<file path="src/rtl/exception_unit.sv">
// Exception/interrupt arbiter at the MEM stage.
// Picks the highest-priority cause for the MEM instruction and drives the
// cp0 update strobes combinationally in the take cycle. It then holds
// flush/redirect for FLUSH_CYCLES cycles and waits one SETTLE cycle, so
// cp0 EXL is visible before another take can happen.
//
// mem_exc_flags layout, LSB first:
//   [0] adel_fetch  [1] tlbl_fetch  [2] ri    [3] sys   [4] bp     [5] ov
//   [6] adel_data   [7] ades        [8] tlbl_data [9] tlbs_data [10] tlb_mod
// The named cause list needs eleven bits, so the port is eleven bits wide.
module exception_unit #(
  parameter int unsigned FLUSH_CYCLES = 2,
  parameter logic [31:0] BOOT_BASE    = 32'hBFC00200
) (
  input  logic        clk,
  input  logic        rst,
  input  logic        stall,
  input  logic        mem_valid,
  input  logic [31:0] mem_pc,
  input  logic        mem_in_delay_slot,
  input  logic [10:0] mem_exc_flags,
  input  logic        mem_tlb_refill,
  input  logic [31:0] mem_fetch_vaddr,
  input  logic [31:0] mem_data_vaddr,
  input  logic        mem_eret,
  input  logic [5:0]  hardware_int_o,
  input  logic [1:0]  software_int_o,
  input  logic [7:0]  interrupt_mask,
  input  logic        allow_int,
  input  logic        int_exl,
  input  logic        boot_exp_vec,
  input  logic        special_int_vec,
  input  logic [19:0] ebase,
  input  logic [31:0] epc,
  output logic        en_exp,
  output logic [4:0]  exp_code,
  output logic [31:0] exp_epc,
  output logic        exp_bd,
  output logic [31:0] exp_bad_vaddr,
  output logic        exp_badv_we,
  output logic        clean_exl,
  output logic        flush,
  output logic        redirect,
  output logic [31:0] redirect_pc
);

  typedef enum logic [1:0] {IDLE = 2'd0, FLUSH = 2'd1, SETTLE = 2'd2} state_t;

  localparam logic [3:0] CNT_INIT = 4'(FLUSH_CYCLES - 1);

  state_t      state_q;
  logic [3:0]  cnt_q;
  logic        flush_q, redirect_q;
  logic [31:0] redirect_pc_q;

  logic        int_req, exc_hit, is_int, is_fetch, is_data, is_tlb;
  logic [4:0]  cause_code;
  logic        take_ok, take_exc, take_eret;
  logic [31:0] vec_base, vec_off, vector, redirect_d;

  assign int_req = allow_int & |({hardware_int_o, software_int_o} & interrupt_mask);

  // Fixed-priority cause selection; interrupts beat every synchronous cause.
  always_comb begin
    exc_hit    = 1'b1;
    is_int     = 1'b0;
    is_fetch   = 1'b0;
    is_data    = 1'b0;
    is_tlb     = 1'b0;
    cause_code = 5'd0;
    if (int_req)                begin is_int = 1'b1; cause_code = 5'd0; end
    else if (mem_exc_flags[0])  begin is_fetch = 1'b1; cause_code = 5'd4; end
    else if (mem_exc_flags[1])  begin is_fetch = 1'b1; is_tlb = 1'b1; cause_code = 5'd2; end
    else if (mem_exc_flags[2])  cause_code = 5'd10;
    else if (mem_exc_flags[3])  cause_code = 5'd8;
    else if (mem_exc_flags[4])  cause_code = 5'd9;
    else if (mem_exc_flags[5])  cause_code = 5'd12;
    else if (mem_exc_flags[6])  begin is_data = 1'b1; cause_code = 5'd4; end
    else if (mem_exc_flags[7])  begin is_data = 1'b1; cause_code = 5'd5; end
    else if (mem_exc_flags[8])  begin is_data = 1'b1; is_tlb = 1'b1; cause_code = 5'd2; end
    else if (mem_exc_flags[9])  begin is_data = 1'b1; is_tlb = 1'b1; cause_code = 5'd3; end
    else if (mem_exc_flags[10]) begin is_data = 1'b1; cause_code = 5'd1; end
    else                        exc_hit = 1'b0;
  end

  // Vector offset: TLB refill outside EXL, special interrupt vector, or general.
  always_comb begin
    if (is_tlb && mem_tlb_refill && !int_exl) vec_off = 32'h0000_0000;
    else if (is_int && special_int_vec)       vec_off = 32'h0000_0200;
    else                                      vec_off = 32'h0000_0180;
  end

  assign vec_base   = boot_exp_vec ? BOOT_BASE : {ebase, 12'h000};
  assign vector     = vec_base + vec_off;

  assign take_ok    = rst && stall && mem_valid && (state_q == IDLE);
  assign take_exc   = take_ok && exc_hit;
  assign take_eret  = take_ok && !exc_hit && mem_eret;
  assign redirect_d = take_exc ? vector : epc;

  assign en_exp        = take_exc;
  assign clean_exl     = take_eret;
  assign exp_code      = take_exc ? cause_code : 5'd0;
  assign exp_bd        = take_exc && mem_in_delay_slot;
  assign exp_epc       = !take_exc ? 32'h0 : (mem_in_delay_slot ? mem_pc - 32'd4 : mem_pc);
  assign exp_badv_we   = take_exc && (is_fetch || is_data);
  assign exp_bad_vaddr = !take_exc ? 32'h0 :
                         is_fetch  ? mem_fetch_vaddr :
                         is_data   ? mem_data_vaddr  : 32'h0;

  assign flush       = flush_q;
  assign redirect    = redirect_q;
  assign redirect_pc = redirect_pc_q;

  // Flush-window FSM; a low stall freezes state, counter and outputs.
  always_ff @(posedge clk) begin
    if (!rst) begin
      state_q       <= IDLE;
      cnt_q         <= 4'd0;
      flush_q       <= 1'b0;
      redirect_q    <= 1'b0;
      redirect_pc_q <= 32'h0;
    end else if (stall) begin
      case (state_q)
        IDLE: if (take_exc || take_eret) begin
          state_q       <= FLUSH;
          cnt_q         <= CNT_INIT;
          flush_q       <= 1'b1;
          redirect_q    <= 1'b1;
          redirect_pc_q <= redirect_d;
        end
        FLUSH: if (cnt_q != 4'd0) begin
          cnt_q <= cnt_q - 4'd1;
        end else begin
          state_q    <= SETTLE;
          flush_q    <= 1'b0;
          redirect_q <= 1'b0;
        end
        SETTLE: state_q <= IDLE;
        default: state_q <= IDLE;
      endcase
    end
  end

endmodule

</file>
<file path="config.mk">
export PLATFORM = sky130hd
export DESIGN_NAME = exception_unit
export DESIGN_NICKNAME = d
export VERILOG_FILES = /design/src/rtl/exception_unit.sv
export SDC_FILE = /design/constraint.sdc
export NUM_CORES = 1
export LEC_CHECK = 0
export CELL_PAD_IN_SITES_DETAIL_PLACEMENT = 2
export CELL_PAD_IN_SITES_GLOBAL_PLACEMENT = 2
export CORE_MARGIN = 5
export CORE_UTILIZATION = 16
export CTS_BUF_LIST = sky130_fd_sc_hd__clkbuf_4
export CTS_CLUSTER_DIAMETER = 100
export DETAILED_ROUTE_END_ITERATION = 6
export MAX_ROUTING_LAYER = met4
export PLACE_DENSITY = 0.95
export SLEW_MARGIN = 40
export SYNTH_ARGS = -nofsm -noshare
export SYNTH_HDL_FRONTEND = slang
export SYNTH_SLANG_ARGS = --single-unit
</file>
<file path="constraint.sdc">
create_clock -name clk -period 7.6 [get_ports clk]
set_input_delay 1.52 -clock clk [delete_from_list [all_inputs] [get_ports clk]]
set_output_delay 1.52 -clock clk [all_outputs]
set_load 0.05 [all_outputs]
</file>
==> impl_metrics.json <==
{
  "drtIter0Drc": 128,
  "status": "finished, final reports clean",
  "finalSetupTns_ps": 0,
  "cpMostUsedCell": "clkdlybuf4s50_1",
  "core_area_um2": 19500,
  "synth_edf_count": 0,
  "synthMuxAreaShare_pct": 0.942,
  "vias_per_cell": 4.63,
  "multiInputGateArea_um2": 2190,
  "wl_per_cell_um": 20.1,
  "numCtsBuffers": 5,
  "die_w_um": 151,
  "slowest_stage": "clkdlybuf4s50_1",
  "worst_slew_pin_slew_ps": 791,
  "ant_nets": 0,
  "layout.nets": 886,
  "ys_seq_elements": 39,
  "ys_types": 62,
  "setup_viol": 0,
  "h-tree-depth": 2,
  "cellPowerDensity_nw_per_um2": 98.7,
  "p_leak_uw": 0.00209,
  "num_io_pins": 293,
  "cp-startpoint": "mem_in_delay_slot",
  "endpoint_kind": "primary output",
  "cts_tree": "yes",
  "clkTransAtPathRegs_ps": 120,
  "post_cts_resized": 0,
  "cts_root_buffer": "clkbuf_4",
  "worst_skew_pair.late_latency_ps": 360,
  "fin_crit_sh_pct": 81.8,
  "antenna_found_initial": 3,
  "syn_inst": 426,
  "final_cell_area_um2": 6350,
  "cp.required_ps": 6080,
  "critical-path-max-stage-delay_ps": 810,
  "synthXorXnorAreaFrac_pct": 6.05,
  "cp-start-kind": "primary input",
  "slew-limit-headroom_pct": 46.7,
  "synthesis.nets": 615,
  "hold_slack_ps": 480,
  "initial_core_util_pct": 16.3,
  "crit_family": "simple AND/OR/NAND/NOR gates",
  "hp-class": "reg -> reg",
  "vdd_drop_max_uv": 73.0,
  "synth-main-ff-cell": "dfxtp_1",
  "clock_path_buffers": 2,
  "final_common_cell": "clkdlybuf4s50_1",
  "gp_congestion": 0.790,
  "yosys.area_share.simple_pct": 30.7,
  "drcViolationCount": 0,
  "async_reset_ff_share_pct": 0,
  "final_max_slew_viol_count": 0,
  "rsz0062_at_grt": "no",
  "syn_to_final_growth_pct": 99.3,
  "drive_gt1_share_pct": 5.01,
  "die_h_um": 151,
  "cts_hold_buf": 0,
  "ys_seq_area_share_pct": 24.5,
  "dr.pass1.iters": 4,
  "fp-row-count": 51,
  "path_cells": "clkdlybuf4s50_1 -> nor4b_2 -> nand4b_1 -> nor4b_1 -> xnor2_1 -> nor2_1 -> clkdlybuf4s50_1",
  "clock-sinks": 39,
  "synth_compound_gate_area_share_pct": 29.4,
  "post_cts_buffers": 0,
  "fin_crit_ps": 6220,
  "timing.rr.start": "state_q[1]$_SDFFE_PN0P_",
  "min-delay-start": "redirect_pc[29]$_SDFFE_PN0P_",
  "grt_usage_pct": 16.5,
  "n_fill_cell": 2241,
  "fmax_mhz": 161,
  "ys_warn_count": 0,
  "area.sequential_um2": 781,
  "via_count": 4475,
  "synth_area_um2": 3190,
  "io_buffers": 291,
  "hold_violations": 0,
  "critPathBufInv": 2,
  "synth_top_family_by_area": "simple AND/OR/NAND/NOR gates",
  "grt_pass1_wl_um": 28400,
  "arrival_ps": 4700,
  "crit_type": "in -> out",
  "grt_pass1_vias": 5045,
  "clock_skew_ps": 7.27,
  "dp_hpwl_um": 16100,
  "syn_area_per_cell_um2": 7.48,
  "drt_wl_total_um": 19400,
  "max_cap_violations": 0,
  "layout_common_cells": "291 x clkdlybuf4s50_1, 78 x nor2_1, 39 x dfxtp_1, 36 x a22oi_1, 26 x a21oi_1",
  "synth-adder-area-share_pct": 1.18,
  "die-area_um2": 22800,
  "critPathMaxFanout": 14,
  "overflow": 0,
  "grt_max_degree": 60,
  "placed_area_um2": 6290
}
-- worst min-delay path, cell delays in order (launching register included) --
cell and delay, ps:
dfxtp_1 330, nand3_1 60, o31ai_1 60
-- through the flow --
step                      util [%]  setup slack (ps)  cells  total power, uW
after detailed placement      32.2              1340    955              517
after global routing          32.5              1110    966              661
final                         32.5              1380    966              627
after global placement        32.2              1450    955              508
after CTS                     32.5              1330    963              636
after floorplan                  -              2110    426              353
-- metal layers --
metal  vias up  wire, um  GRT usage, %  part of all wire [%]
met1      2139      7260          17.3                    37
met5         -         0             -                     0
li1       2135         -             -                     -
met3        22      1630          4.70                   8.4
met2       179     10200          30.2                    53
met4         0       335          4.31                   1.7
-- path summary, 6_finish.rpt --
| kind | depth (start not counted) | end | slack, ps |
|---|---|---|---|
| hold / removal | 2 | redirect_pc[29]$_SDFFE_PN0P_ | 480 |
| setup reg to reg | 6 | redirect_pc[21]$_SDFFE_PN0P_ | 5280 |
| hold reg to reg | 2 | redirect_pc[29]$_SDFFE_PN0P_ | 480 |
| setup / recovery | 7 | exp_epc[27] | 1380 |
-- cells by family after synthesis --
| logic type | count (synthesis) |
|---|---|
| flip-flops | 39 |
| AND/OR/NAND/NOR | 187 |
| XOR/XNOR | 22 |
| other | 1 |
| adder cells (fa/ha/maj) | 3 |
| AO/OA/AOI/OAI | 132 |
| buffers and inverters | 39 |
| multiplexers | 3 |
-- Yosys cell counts, drive strengths merged, types with 5 or more instances --
cell / instances / area [um2]
nor2: 81 / 309
dfxtp: 39 / 781
a22oi: 36 / 270
a21oi: 26 / 130
buf: 25 / 164
o21ai: 25 / 136
nor3: 22 / 110
xnor2: 17 / 149
nand3: 14 / 75.1
nand2: 13 / 48.8
nor4: 12 / 96.3
a221oi: 11 / 96.3
or3: 11 / 70.1
o31ai: 10 / 88.8
clkbuf: 9 / 43.8
inv: 5 / 18.8
xor2: 5 / 43.8
-- cell type report --
type	instances	area share [%]
antenna	3	0.118
clock buffer	7	0.827
clock inverter	1	0.0788
inverter	5	0.296
multi-input combinational	348	34.5
sequential	39	12.3
tap	265	5.22
timing repair buffer	298	46.7
-- flip-flops by register name, indices dropped and copies added, names as in the netlist --
signal	flops
state_q	2
redirect_pc	32
cnt_q	4
redirect	1
-- power by group --
group / switching, uW / internal (uW)
Combinational: 148 / 142
Sequential: 5.71 / 214
Clock: 74.0 / 43.3
Power figures use the tool's default switching activity.
